`src/rtl/wb_trace_uart.sv`:
```
// Write-back trace port: queues strobed 16-bit values and sends each as two 8N1 bytes, high byte first.
// Optional build macro WB_TRACE_FILTER_EN drops strobes whose value repeats the last accepted one.
module wb_trace_uart #(
  parameter int unsigned CLKS_PER_BIT = 434,
  parameter int unsigned DEPTH        = 8
) (
  input  logic                     clk,
  input  logic                     rst,
  input  logic [15:0]              wbValue,
  input  logic                     wbStrobe,
  output logic                     tx,
  output logic                     busy,
  output logic [$clog2(DEPTH):0]   count,
  output logic                     overflow
);
  localparam int unsigned PTR_W  = $clog2(DEPTH);
  localparam int unsigned CNT_W  = PTR_W + 1;
  localparam int unsigned BAUD_W = $clog2(CLKS_PER_BIT);

  typedef enum logic [1:0] {IDLE, START, DATA, STOP} state_e;

  state_e             state_q;
  logic [15:0]        mem_q [DEPTH];
  logic [PTR_W-1:0]   wr_ptr_q, rd_ptr_q;
  logic [CNT_W-1:0]   count_q, count_d;
  logic               overflow_q;
  logic [BAUD_W-1:0]  baud_q;
  logic [2:0]         bit_q;
  logic [2:0]         bit_nxt;
  logic [15:0]        hold_q;
  logic               hi_q;
  logic               tx_q, busy_q;
  logic               cand, full, pop, push, baud_end;
  logic [7:0]         cur_byte;

`ifdef WB_TRACE_FILTER_EN
  logic [15:0] last_q;
  logic        have_last_q;

  assign cand = wbStrobe && (!have_last_q || (wbValue != last_q));

  always_ff @(posedge clk or negedge rst) begin
    if (!rst) begin
      last_q      <= '0;
      have_last_q <= 1'b0;
    end else if (push) begin
      last_q      <= wbValue;
      have_last_q <= 1'b1;
    end
  end
`else
  assign cand = wbStrobe;
`endif

  // A pop frees a slot on the same edge, so a full FIFO still takes the write.
  assign pop      = (state_q == IDLE) && (count_q != '0);
  assign full     = (count_q == CNT_W'(DEPTH));
  assign push     = cand && (!full || pop);
  assign baud_end = (baud_q == BAUD_W'(CLKS_PER_BIT - 1));
  assign cur_byte = hi_q ? hold_q[15:8] : hold_q[7:0];
  assign bit_nxt  = bit_q + 3'd1;

  always_comb begin
    count_d = count_q;
    if (push && !pop)
      count_d = count_q + 1'b1;
    else if (pop && !push)
      count_d = count_q - 1'b1;
  end

  always_ff @(posedge clk) begin
    if (push)
      mem_q[wr_ptr_q] <= wbValue;
  end

  always_ff @(posedge clk or negedge rst) begin
    if (!rst) begin
      wr_ptr_q   <= '0;
      rd_ptr_q   <= '0;
      count_q    <= '0;
      overflow_q <= 1'b0;
    end else begin
      count_q <= count_d;
      if (push)
        wr_ptr_q <= wr_ptr_q + 1'b1;
      if (pop)
        rd_ptr_q <= rd_ptr_q + 1'b1;
      if (cand && full && !pop)
        overflow_q <= 1'b1;
    end
  end

  always_ff @(posedge clk or negedge rst) begin
    if (!rst) begin
      state_q <= IDLE;
      baud_q  <= '0;
      bit_q   <= '0;
      hold_q  <= '0;
      hi_q    <= 1'b0;
      tx_q    <= 1'b1;
      busy_q  <= 1'b0;
    end else begin
      case (state_q)
        IDLE: begin
          if (pop) begin
            hold_q  <= mem_q[rd_ptr_q];
            hi_q    <= 1'b1;
            baud_q  <= '0;
            state_q <= START;
            tx_q    <= 1'b0;
            busy_q  <= 1'b1;
          end
        end
        START: begin
          if (baud_end) begin
            baud_q  <= '0;
            bit_q   <= '0;
            state_q <= DATA;
            tx_q    <= cur_byte[0];
          end else begin
            baud_q <= baud_q + 1'b1;
          end
        end
        DATA: begin
          if (baud_end) begin
            baud_q <= '0;
            if (bit_q == 3'd7) begin
              state_q <= STOP;
              tx_q    <= 1'b1;
            end else begin
              bit_q <= bit_nxt;
              tx_q  <= cur_byte[bit_nxt];
            end
          end else begin
            baud_q <= baud_q + 1'b1;
          end
        end
        STOP: begin
          if (baud_end) begin
            baud_q <= '0;
            // High byte done: chain straight into the low byte's start bit.
            if (hi_q) begin
              hi_q    <= 1'b0;
              state_q <= START;
              tx_q    <= 1'b0;
            end else begin
              state_q <= IDLE;
              busy_q  <= 1'b0;
            end
          end else begin
            baud_q <= baud_q + 1'b1;
          end
        end
      endcase
    end
  end

  assign tx       = tx_q;
  assign busy     = busy_q;
  assign count    = count_q;
  assign overflow = overflow_q;

endmodule

```
`config.mk`:
```
export PLATFORM = sky130hd
export DESIGN_NAME = wb_trace_uart
export DESIGN_NICKNAME = d
export VERILOG_FILES = /design/src/rtl/wb_trace_uart.sv
export SDC_FILE = /design/constraint.sdc
export NUM_CORES = 1
export LEC_CHECK = 0
export BUFFER_PORTS_ARGS = -buffer_cell sky130_fd_sc_hd__buf_2
export CAP_MARGIN = 5
export CORE_MARGIN = 4
export CORE_UTILIZATION = 61
export DETAILED_ROUTE_END_ITERATION = 7
export GPL_ROUTABILITY_DRIVEN = 0
export PLACE_DENSITY_LB_ADDON = 0.2
export SETUP_SLACK_MARGIN = 0.15
export SLEW_MARGIN = 20
export SYNTH_ARGS = -nofsm -noshare
export SYNTH_HDL_FRONTEND = slang
export SYNTH_SLANG_ARGS = --single-unit
```
`constraint.sdc`:
```
create_clock -name clk -period 3.3 [get_ports clk]
set_input_delay 0.66 -clock clk [delete_from_list [all_inputs] [get_ports clk]]
set_output_delay 0.66 -clock clk [all_outputs]
set_load 0.01 [all_outputs]
```
---- Yosys cells after proc, flatten, opt, wreduce, memory -nomap -nowiden ----
Memory sizes are Yosys's and may differ from the RTL's. A register that Yosys moved wholly into a read port is not among the register bits.
Cells that the tools add are included.
word-level totals
  flip-flop bits (word level) ............. 28
  RAM bits ................................ 128
  bits of input ports ..................... 19
  output and inout port bits .............. 7
  word-level logic and storage cells ...... 89
  memories ................................ 1
memories
  name   depth  bits a word  rd ports  clocked after memory_dff  wr ports  RTL line  source
  mem_q  8      16           1         1                         1         23        logic [15:0] mem_q [DEPTH];
operators by class
  $add $sub $neg .......................... 6
  $lt $le $gt $ge ......................... 1
  equality and inequality tests ........... 14
  mux-type cells .......................... 34
  reductions and logical operators ........ 23
operators with widths
  cell                                                         count
  2-to-1 mux 9 bit                                             2
  one-hot mux 9 bit (2 select lines)                           1
  != test 2 bit (second input constant)                        8
  2-to-1 mux 1 bit                                             14
  2-to-1 mux 2 bit                                             5
  AND reduction 5 bit                                          2
  adder 3 x 1 -> 3 bit (second input constant)                 3
  adder 9 x 1 -> 9 bit (second input constant)                 1
  == test 9 bit (second input constant)                        1
  2-to-1 mux 3 bit                                             3
  2-to-1 mux 4 bit                                             2
  2-to-1 mux 8 bit                                             1
  one-hot mux 2 bit (4 select lines)                           1
  AND reduction 4 bit                                          2
  logical AND 1 bit                                            6
  one-hot mux 3 bit (2 select lines)                           1
  nonzero test 2 bit                                           3
  adder 4 x 1 -> 4 bit (second input constant)                 1
  == test 2 bit (second input constant)                        2
  == test 4 bit (second input constant)                        1
  logical NOT 1 bit                                            4
  less-than comparator 3 x 4 -> 1 bit (second input constant)  1
  one-hot mux 1 bit (2 select lines)                           2
  one-hot mux 1 bit (4 select lines)                           1
  other kinds (10)                                             10

---- Depth between registers and ports, before layout ----
Gate-level depths: netlist of run 1.
  depth after elaboration ................. 8
  gate-level depth with buffers ........... 13
  gate-level depth less buffers ........... 12

---- Worst setup path before layout of run 1 ----
Ideal clock, no wire load.
  path type ............................... flip-flop to flip-flop
  start point ............................. register state_q[0]
  end point ............................... memory mem_q[0][0] (enable)
  setup time .............................. 409 ps
  arrival ................................. 2468 ps
  required time ........................... 2891 ps
  slack ................................... 423 ps
  stages on the path, launching flop included .. 8
  path buffers ............................ 1
  path through ............................ dfrtp_1 inv_1 ha_1 nand3b_1 and2_1 clkbuf_1 nand2b_1 nor3_1
on the way
  cells in the longest elaborated chain, start to end .. 6
ends and longest elaborated chain
  what                                    RTL line  source
  from (decl)                             22        state_e state_q;
  from (signal assigned)                  95        state_q <= IDLE;
  from (signal assigned)                  109       state_q <= START;
  from (signal assigned)                  118       state_q <= DATA;
  logical NOT 2 bit                       56        assign pop = (state_q == IDLE) && (count_q != '0);
  logical AND 1 bit                       56
  logical OR 1 bit                        58        assign push = cand && (!full || pop);
  logical AND 1 bit                       58
  named net push                          33        logic cand, full, pop, push, baud_end;
  2-to-1 mux 1 bit                        72        if (push)
  2-to-1 mux 1 bit (implied by the code)  73        mem_q[wr_ptr_q] <= wbValue;
  to (decl)                               23
The timed path passes the listed nets, and every way through them passes these cells.

---- Worst setup path in the final report of run 1 ----
  start point ............................. register state_q[0]
  end point ............................... register count_q[3] (netlist: count[3])
on the way
  cells in the longest elaborated chain, start to end .. 7
  elaborated cells between the ends (all ways) .. 10
  those cells by class .................... mux: 1; reduce/logical: 9
ends and longest elaborated chain
  what                                 RTL line  source
  logical NOT 2 bit *                  56
  logical AND 1 bit *                  56
  logical OR 1 bit                     58
  logical AND 1 bit                    58
  logical NOT 1 bit                    67        else if (pop && !push)
  logical AND 1 bit                    67
  nonzero test 2 bit (no source line)  --
  to (signal assigned)                 83        count_q <= count_d;
  to (decl)                            25        logic [CNT_W-1:0] count_q, count_d;
Every way passes the cells marked *; elsewhere a longest branch is shown, timed or not.
A chain may end at the register's enable or synchronous reset.

==> summary.txt, run 1 <==
Run status
  – Status: completed

Floorplanning
  – Core area: 11370 sq um
  – # IOs: 26
  – Die area: 13390 sq um
  – Die height: 115.7 um
  – Initial Util: 0.6228
  – Row cnt: 39
  – Die width: 115.7 um

Final layout
  – P&R area growth vs syn: 12.46%
  – Share of layout cells above drive strength 1: 0.2387
  – # nets final: 486
  – Commonest non-fill, non-tap cell in the layout: edfxtp_1
  – N_diodes: 0
  – Commonest cells after routing, fill and taps aside: 128 x edfxtp_1, 42 x dfrtp_1, 33 x nand2_1
  – Final core utilization: 0.7003
  – Post-Layout Inst Area: 7963 sq um

Clocking
  – Post-CTS Setup Bufs: 0
  – CTS Root Cell: clkbuf_16
  – Worst skew pair latency: 0.42 ns
  – TritonCTS Buffers: 17
  – Clock buffer depth: 2
  – CTS clk-pin slew, worst paths: 0.06 ns
  – H-tree depth: 4
  – # hold bufs at CTS: 0
  – TritonCTS clock tree: done
  – CTS sink cnt: 172
  – PostCTS Resize Cnt: 0

Detailed routing
  – DR WL/cell: 20.80 um
  – Pre-antenna DRT Iters: 4
  – DR top layer: met4
  – Routed vias/inst: 5.934
  – Wire length on met3: 516 um
  – Met2 wire len: 6.351 mm
  – Vias: 3608
  – Initial DRC Count: 228
  – Final WL: 12.65 mm
  – Residual DRC: 0
  – Post-route ant nets: 0
  – Wl on met1: 5.659 mm

Timing
  – Setup tns final: 0 ns
  – Slew Viols, Final: 0
  – Minimum clock period: 2.686 ns
  – F_max: 0.3723 GHz
  – Endpoints failing setup: 0
  – Slew of the pin with the lowest slew margin: 1.124 ns
  – Fin. Hold Viols: 0
  – Tcrit/Tclk final: 0.8139
  – Hold WS: 0.3897 ns
  – Clock skew: 0.005661 ns
  – RSZ-0062 raised after global routing: false
  – Rel. slew slack: 0.2504

GRT
  – Gr usage total: 0.2090
  – GRT overflow: 0
  – Largest net degree at the start of global routing: 45
  – Initial antenna violation count: 0
  – Number of global-route vias before repair: 3650
  – Global-route wire length before repair: 20.27 mm

Yosys
  – Seq/Total Area, Yosys: 0.6985
  – FFs w/ async S/R, synth: 0.2558
  – Yosys Warn Count: 0
  – Library cells used by synthesis: 46
  – Synth Area in Adders: 0.02757
  – Synth Flop Type: edfxtp_1
  – Cells after Synth: 410
  – Post-synthesis compound-gate area fraction: 0.04011
  – Post-synthesis mux area share: 0.1467
  – Post-synthesis simple-gate area fraction: 0.05301
  – Post-synth EDFFs: 128
  – Avg Cell Area, Syn: 17.27 sq um
  – Flops & latches, synth: 172
  – Syn Nets: 444
  – Largest family of logic cells by synthesized area: multiplexers
  – Synth Cell Area: 7081 sq um
  – Synth Area in XOR/XNOR: 0.01855

Run
  – Maxcap violations: 0

Worst setup path
  – Setup crit start kind: flop
  – Critical path arrival: 2.99 ns
  – Crit-path slowest cell: dfrtp_1
  – Sum of buffers and inverters on the critical path: 2
  – CP endpoint kind: flop
  – Crit path cell chain: inv_1 -> ha_1 -> nand3b_1 -> and2_1 -> ha_1 -> inv_1 -> ha_1 -> a21o_1 -> a21oi_1 -> xnor2_1 -> nor2_1 -> xor2_1
  – Crit path top cell by count: ha_1
  – WP data required: 3.61 ns
  – Worst path top cell family by delay: adder cells
  – CP max FO: 7
  – Worst Setup Path Type: flop to flop
  – Worst path max stage delay: 0.41 ns

Power and ir drop
  – Peak VDD IR: 0.0005162 V
  – Pwr Density: 642.2 nW/um^2
  – Leakage: 2.861 nW
  – Power, Total: 5.113 mW

Hold path
  – HP Class: input pin to async pin

Placed design
  – Dpl hpwl: 7.786 mm
  – Buffers on Ports: 25
  – Post-DP Area: 7437 sq um
path summary, 6_finish.rpt:
path,startpoint,end,slack (ns),cells after the start
setup / recovery,state_q[0],count[3],0.61,12
hold / removal,rst,baud_q[2],0.39,1
setup reg to reg,state_q[0],count[3],0.61,12
hold reg to reg,overflow,overflow,0.48,1
max in group asynchronous,rst,rd_ptr_q[0],2.26,1
min in group clk,overflow,overflow,0.48,1
where the power goes:
group	internal [mW]	switching [mW]	leakage, nW	total [mW]
Clock	0.959	0.814	0.248	1.77
Sequential	2.63	0.120	1.68	2.75
Combinational	0.246	0.345	0.928	0.591
layer usage:
layer | GRT usage | vias to the layer above
li1 | - | 1673
met4 | 0.05878 | 0
met5 | 0 | -
met3 | 0.06266 | 17
met1 | 0.2875 | 1844
met2 | 0.3322 | 74
flip-flops by register name, indices dropped and copies added (netlist names), 2 cells and up:
register	count
mem_q	128
hold_q	16
baud_q	9
count	4
bit_q	3
rd_ptr_q	3
wr_ptr_q	3
state_q	2
area by class of cell:
| cell class | instances | area, sq um |
|---|---|---|
| inverter | 9 | 33.78 |
| sequential | 172 | 4947 |
| tap | 143 | 178.9 |
| multi-input combinational | 213 | 2034 |
| clock inverter | 14 | 96.34 |
| fill | 714 | 3407 |
| clock buffer | 18 | 429.2 |
| timing repair buffer | 39 | 242.7 |
cell usage after synthesis, types with 2 or more instances:
master	instances	area, sq um
xnor2_1	10	87.58
dfrtp_1	43	1076
inv_1	8	30.03
mux2_1	4	45.04
o21ai_1	22	110.1
a21oi_1	2	10.01
nor3_1	6	30.03
buf_2	7	35.03
and2_1	2	12.51
o21ai_0	3	15.01
xor2_1	5	43.79
ha_1	14	175.2
nand2b_1	3	18.77
nand2_1	33	123.9
a22o_1	5	43.79
mux4_1	3	78.83
mux4_2	32	720.7
mux2i_1	16	160.2
nor2b_1	2	12.51
nand4_1	3	18.77
clkbuf_1	7	26.28
and3_1	4	25.02
mux2_2	3	33.78
o31ai_1	2	15.01
nor2_1	23	86.33
edfxtp_1	128	3844
cell families after synthesis:
group	Yosys count
AND/OR/NAND/NOR	81
XOR/XNOR	15
flip-flops	172
AO/OA/AOI/OAI	44
buffers and inverters	25
multiplexers	58
adder cells (fa/ha/maj)	15
stage by stage:
| step | setup WS, ns | std cells |
|---|---|---|
| global route | 0.4090 | 608 |
| global placement | 0.7302 | 576 |
| detailed placement | 0.6345 | 576 |
| floorplan | 0.4231 | 410 |
| CTS | 0.6160 | 608 |
| finish | 0.6140 | 608 |
No activity file was read; power rests on OpenSTA's default activity.
==> run 2: changes to the inputs <==
--- a/config.mk
+++ b/config.mk
@@ -8,7 +8,7 @@
 export BUFFER_PORTS_ARGS = -buffer_cell sky130_fd_sc_hd__buf_2
 export CAP_MARGIN = 5
 export CORE_MARGIN = 4
-export CORE_UTILIZATION = 61
+export CORE_UTILIZATION = 55
 export DETAILED_ROUTE_END_ITERATION = 7
 export GPL_ROUTABILITY_DRIVEN = 0
 export PLACE_DENSITY_LB_ADDON = 0.2
==> constraint.sdc (replaced) <==
create_clock -name clk -period 2.2 [get_ports clk]
set_input_delay 0.44 -clock clk [delete_from_list [all_inputs] [get_ports clk]]
set_output_delay 0.44 -clock clk [all_outputs]
set_load 0.01 [all_outputs]
==> summary.txt, run 2 (synthesis gave the netlist of run 1 again) <==
Power and ir drop
  – Switching power: 2.077 mW
  – Pwr Density: 988.7 nW/um^2
  – Power, Total: 8.476 mW
  – Net Sw Frac: 0.2450
  – Peak VDD IR: 0.0008469 V
  – Reg power frac: 0.488
  – Comb power frac: 0.153
  – Leakage: 3.092 nW
  – Power Internal: 6.400 mW
  – Clock network power share: 0.359

Floorplanning
  – Die area: 14750 sq um
  – Row cnt: 41
  – Die width: 121.5 um
  – Core area: 12620 sq um
  – Initial Util: 0.5611
  – # IOs: 26
  – Die height: 121.5 um

Timing
  – Endpoints failing setup: 0
  – Slew of the pin with the lowest slew margin: 0.5963 ns
  – Setup tns final: 0 ns
  – Clock skew: 0.008175 ns
  – Fin. Hold Viols: 0
  – F_max: 0.4801 GHz
  – RSZ-0062 raised after global routing: true
  – Tcrit/Tclk final: 0.9469
  – Minimum clock period: 2.083 ns
  – Rel. slew slack: 0.6025
  – Slew Viols, Final: 0
  – Hold WS: 0.2750 ns

Hold path
  – HP Class: input pin to flop

Detailed routing
  – DR WL/cell: 19.24 um
  – Routed vias/inst: 5.613
  – Initial DRC Count: 245
  – Vias: 3744
  – Residual DRC: 0
  – Final WL: 12.83 mm
  – Pre-antenna DRT Iters: 4
  – Post-route ant nets: 0

Final layout
  – P&R area growth vs syn: 21.08%
  – Largest reg by FF count: mem_q
  – Commonest non-fill, non-tap cell in the layout: edfxtp_1
  – Max reg flops: 128
  – Post-Layout Inst Area: 8573 sq um
  – N_diodes: 0
  – Top flop regs: mem_q: 128 flops, hold_q: 16 flops, baud_q: 9 flops
  – Share of layout cells above drive strength 1: 0.3313
  – Commonest cells after routing, fill and taps aside: 128 x edfxtp_1, 40 x dfrtp_1, 33 x buf_4
  – Final core utilization: 0.6794
  – # nets final: 516

Worst setup path
  – Worst path max stage delay: 0.44 ns
  – Crit-path slowest cell: dfrtp_2
  – Setup crit start kind: flop
  – CP endpoint kind: flop
  – CP max FO: 4
  – Crit path cell chain: nor4_4 -> nor2b_4 -> inv_2 -> ha_4 -> inv_4 -> ha_4 -> a21o_1 -> a21oi_2 -> xnor2_1 -> nor2_1 -> xor2_1
  – WP data required: 2.50 ns
  – Sum of buffers and inverters on the critical path: 2
  – Critical path arrival: 2.39 ns
  – Crit path top cell by count: ha_4
  – Worst path top cell family by delay: simple AND/OR/NAND/NOR gates
  – Worst Setup Path Type: flop to flop

GRT
  – Initial antenna violation count: 0
  – Largest net degree at the start of global routing: 36
  – Number of global-route vias before repair: 3984
  – Gr usage total: 0.1964
  – Global-route wire length before repair: 21.40 mm
  – GRT overflow: 0

Run
  – Maxcap violations: 0

Clocking
  – CTS clk-pin slew, worst paths: 0.07 ns
  – CTS sink cnt: 172
  – TritonCTS clock tree: done
  – TritonCTS Buffers: 17
  – Clock buffer depth: 2
  – CTS Root Cell: clkbuf_16
  – H-tree depth: 4
  – Worst skew pair latency: 0.43 ns

Placed design
  – Dpl hpwl: 8.129 mm
  – Post-DP Area: 7790 sq um
  – Buffers on Ports: 25

Run status
  – Status: completed
## run 2: cell types whose count changed in the layout (fill, tap and decap cells not counted), moves of 3 or more
cell and delta:
nor2_1 -8, buf_4 +20, buf_12 +9, ha_1 -4, bufinv_16 +3, clkinvlp_4 -4, nor2_4 +6, inv_1 -3
ha_4 +4
## run 2: repair_timing
| action | CTS | global route |
|---|---|---|
| gates resized for setup | 3 | 8 |
| hold buffers | 1 | 0 |
| endpoints found under the setup margin | 130 | 45 |
| setup buffers | 15 | 2 |
| gates cloned | 0 | 0 |
| hold endpoints to repair | 14 | 0 |
| pin swaps | 8 | 4 |
## run 2: through the flow
step                      worst slack, ns  instances
after floorplan                  -0.07443        410
after global placement            0.08754        617
after detailed placement         -0.01309        617
after CTS                          0.1034        665
after global routing              0.02733        667
final                              0.1169        667
## run 2: per-layer routing
layer / wire [um] / track usage / share of wire / vias up
met5: 0 / 0 / 0 / -
met4: 122 / 0.06092 / 0.0095 / 0
met3: 609 / 0.04848 / 0.047 / 11
met2: 6678 / 0.3136 / 0.52 / 82
met1: 5419 / 0.2700 / 0.42 / 1917
li1: - / - / - / 1734
## run 2: final cells by class
cell class / instances / area (sq um)
sequential: 172 / 4950
fill: 848 / 4046
multi-input combinational: 213 / 2181
timing repair buffer: 69 / 583.1
clock buffer: 20 / 446.7
tap: 172 / 215.2
clock inverter: 12 / 161.4
inverter: 9 / 36.28
## run 2: power groups by stage
stage	clock network, mW	registers, mW	logic (mW)
6_report	3.04	4.14	1.30
5_1_grt	3.23	4.17	1.42
4_1_cts	3.10	4.14	1.28
3_5_place_dp	0	4.21	1.20
3_3_place_gp	0	4.18	1.15
2_1_floorplan	0	4.20	0.650
## run 2: path summary, 6_finish.rpt
kind | startpoint | to | slack [ns] | depth (start not counted)
max reg2reg | count[2] | count[3] | 0.12 | 11
max in group asynchronous | rst | tx | 1.12 | 3
min reg2reg | hold_q[2] | hold_q[2] | 0.49 | 2
min in group asynchronous | rst | baud_q[3] | 0.46 | 2
max | count[2] | count[3] | 0.12 | 11
min | wbValue[10] | mem_q[7][10] | 0.28 | 1
## run 2: worst reg2reg max path, delay by kind of cell (launching register included)
| family | cells | cell delay, ns |
|---|---|---|
| AO/OA/AOI/OAI | 2 | 0.30 |
| XOR/XNOR | 2 | 0.27 |
| adder cells (fa/ha/maj) | 2 | 0.34 |
| buffers and inverters | 2 | 0.12 |
| flip-flops | 1 | 0.44 |
| AND/OR/NAND/NOR | 3 | 0.49 |
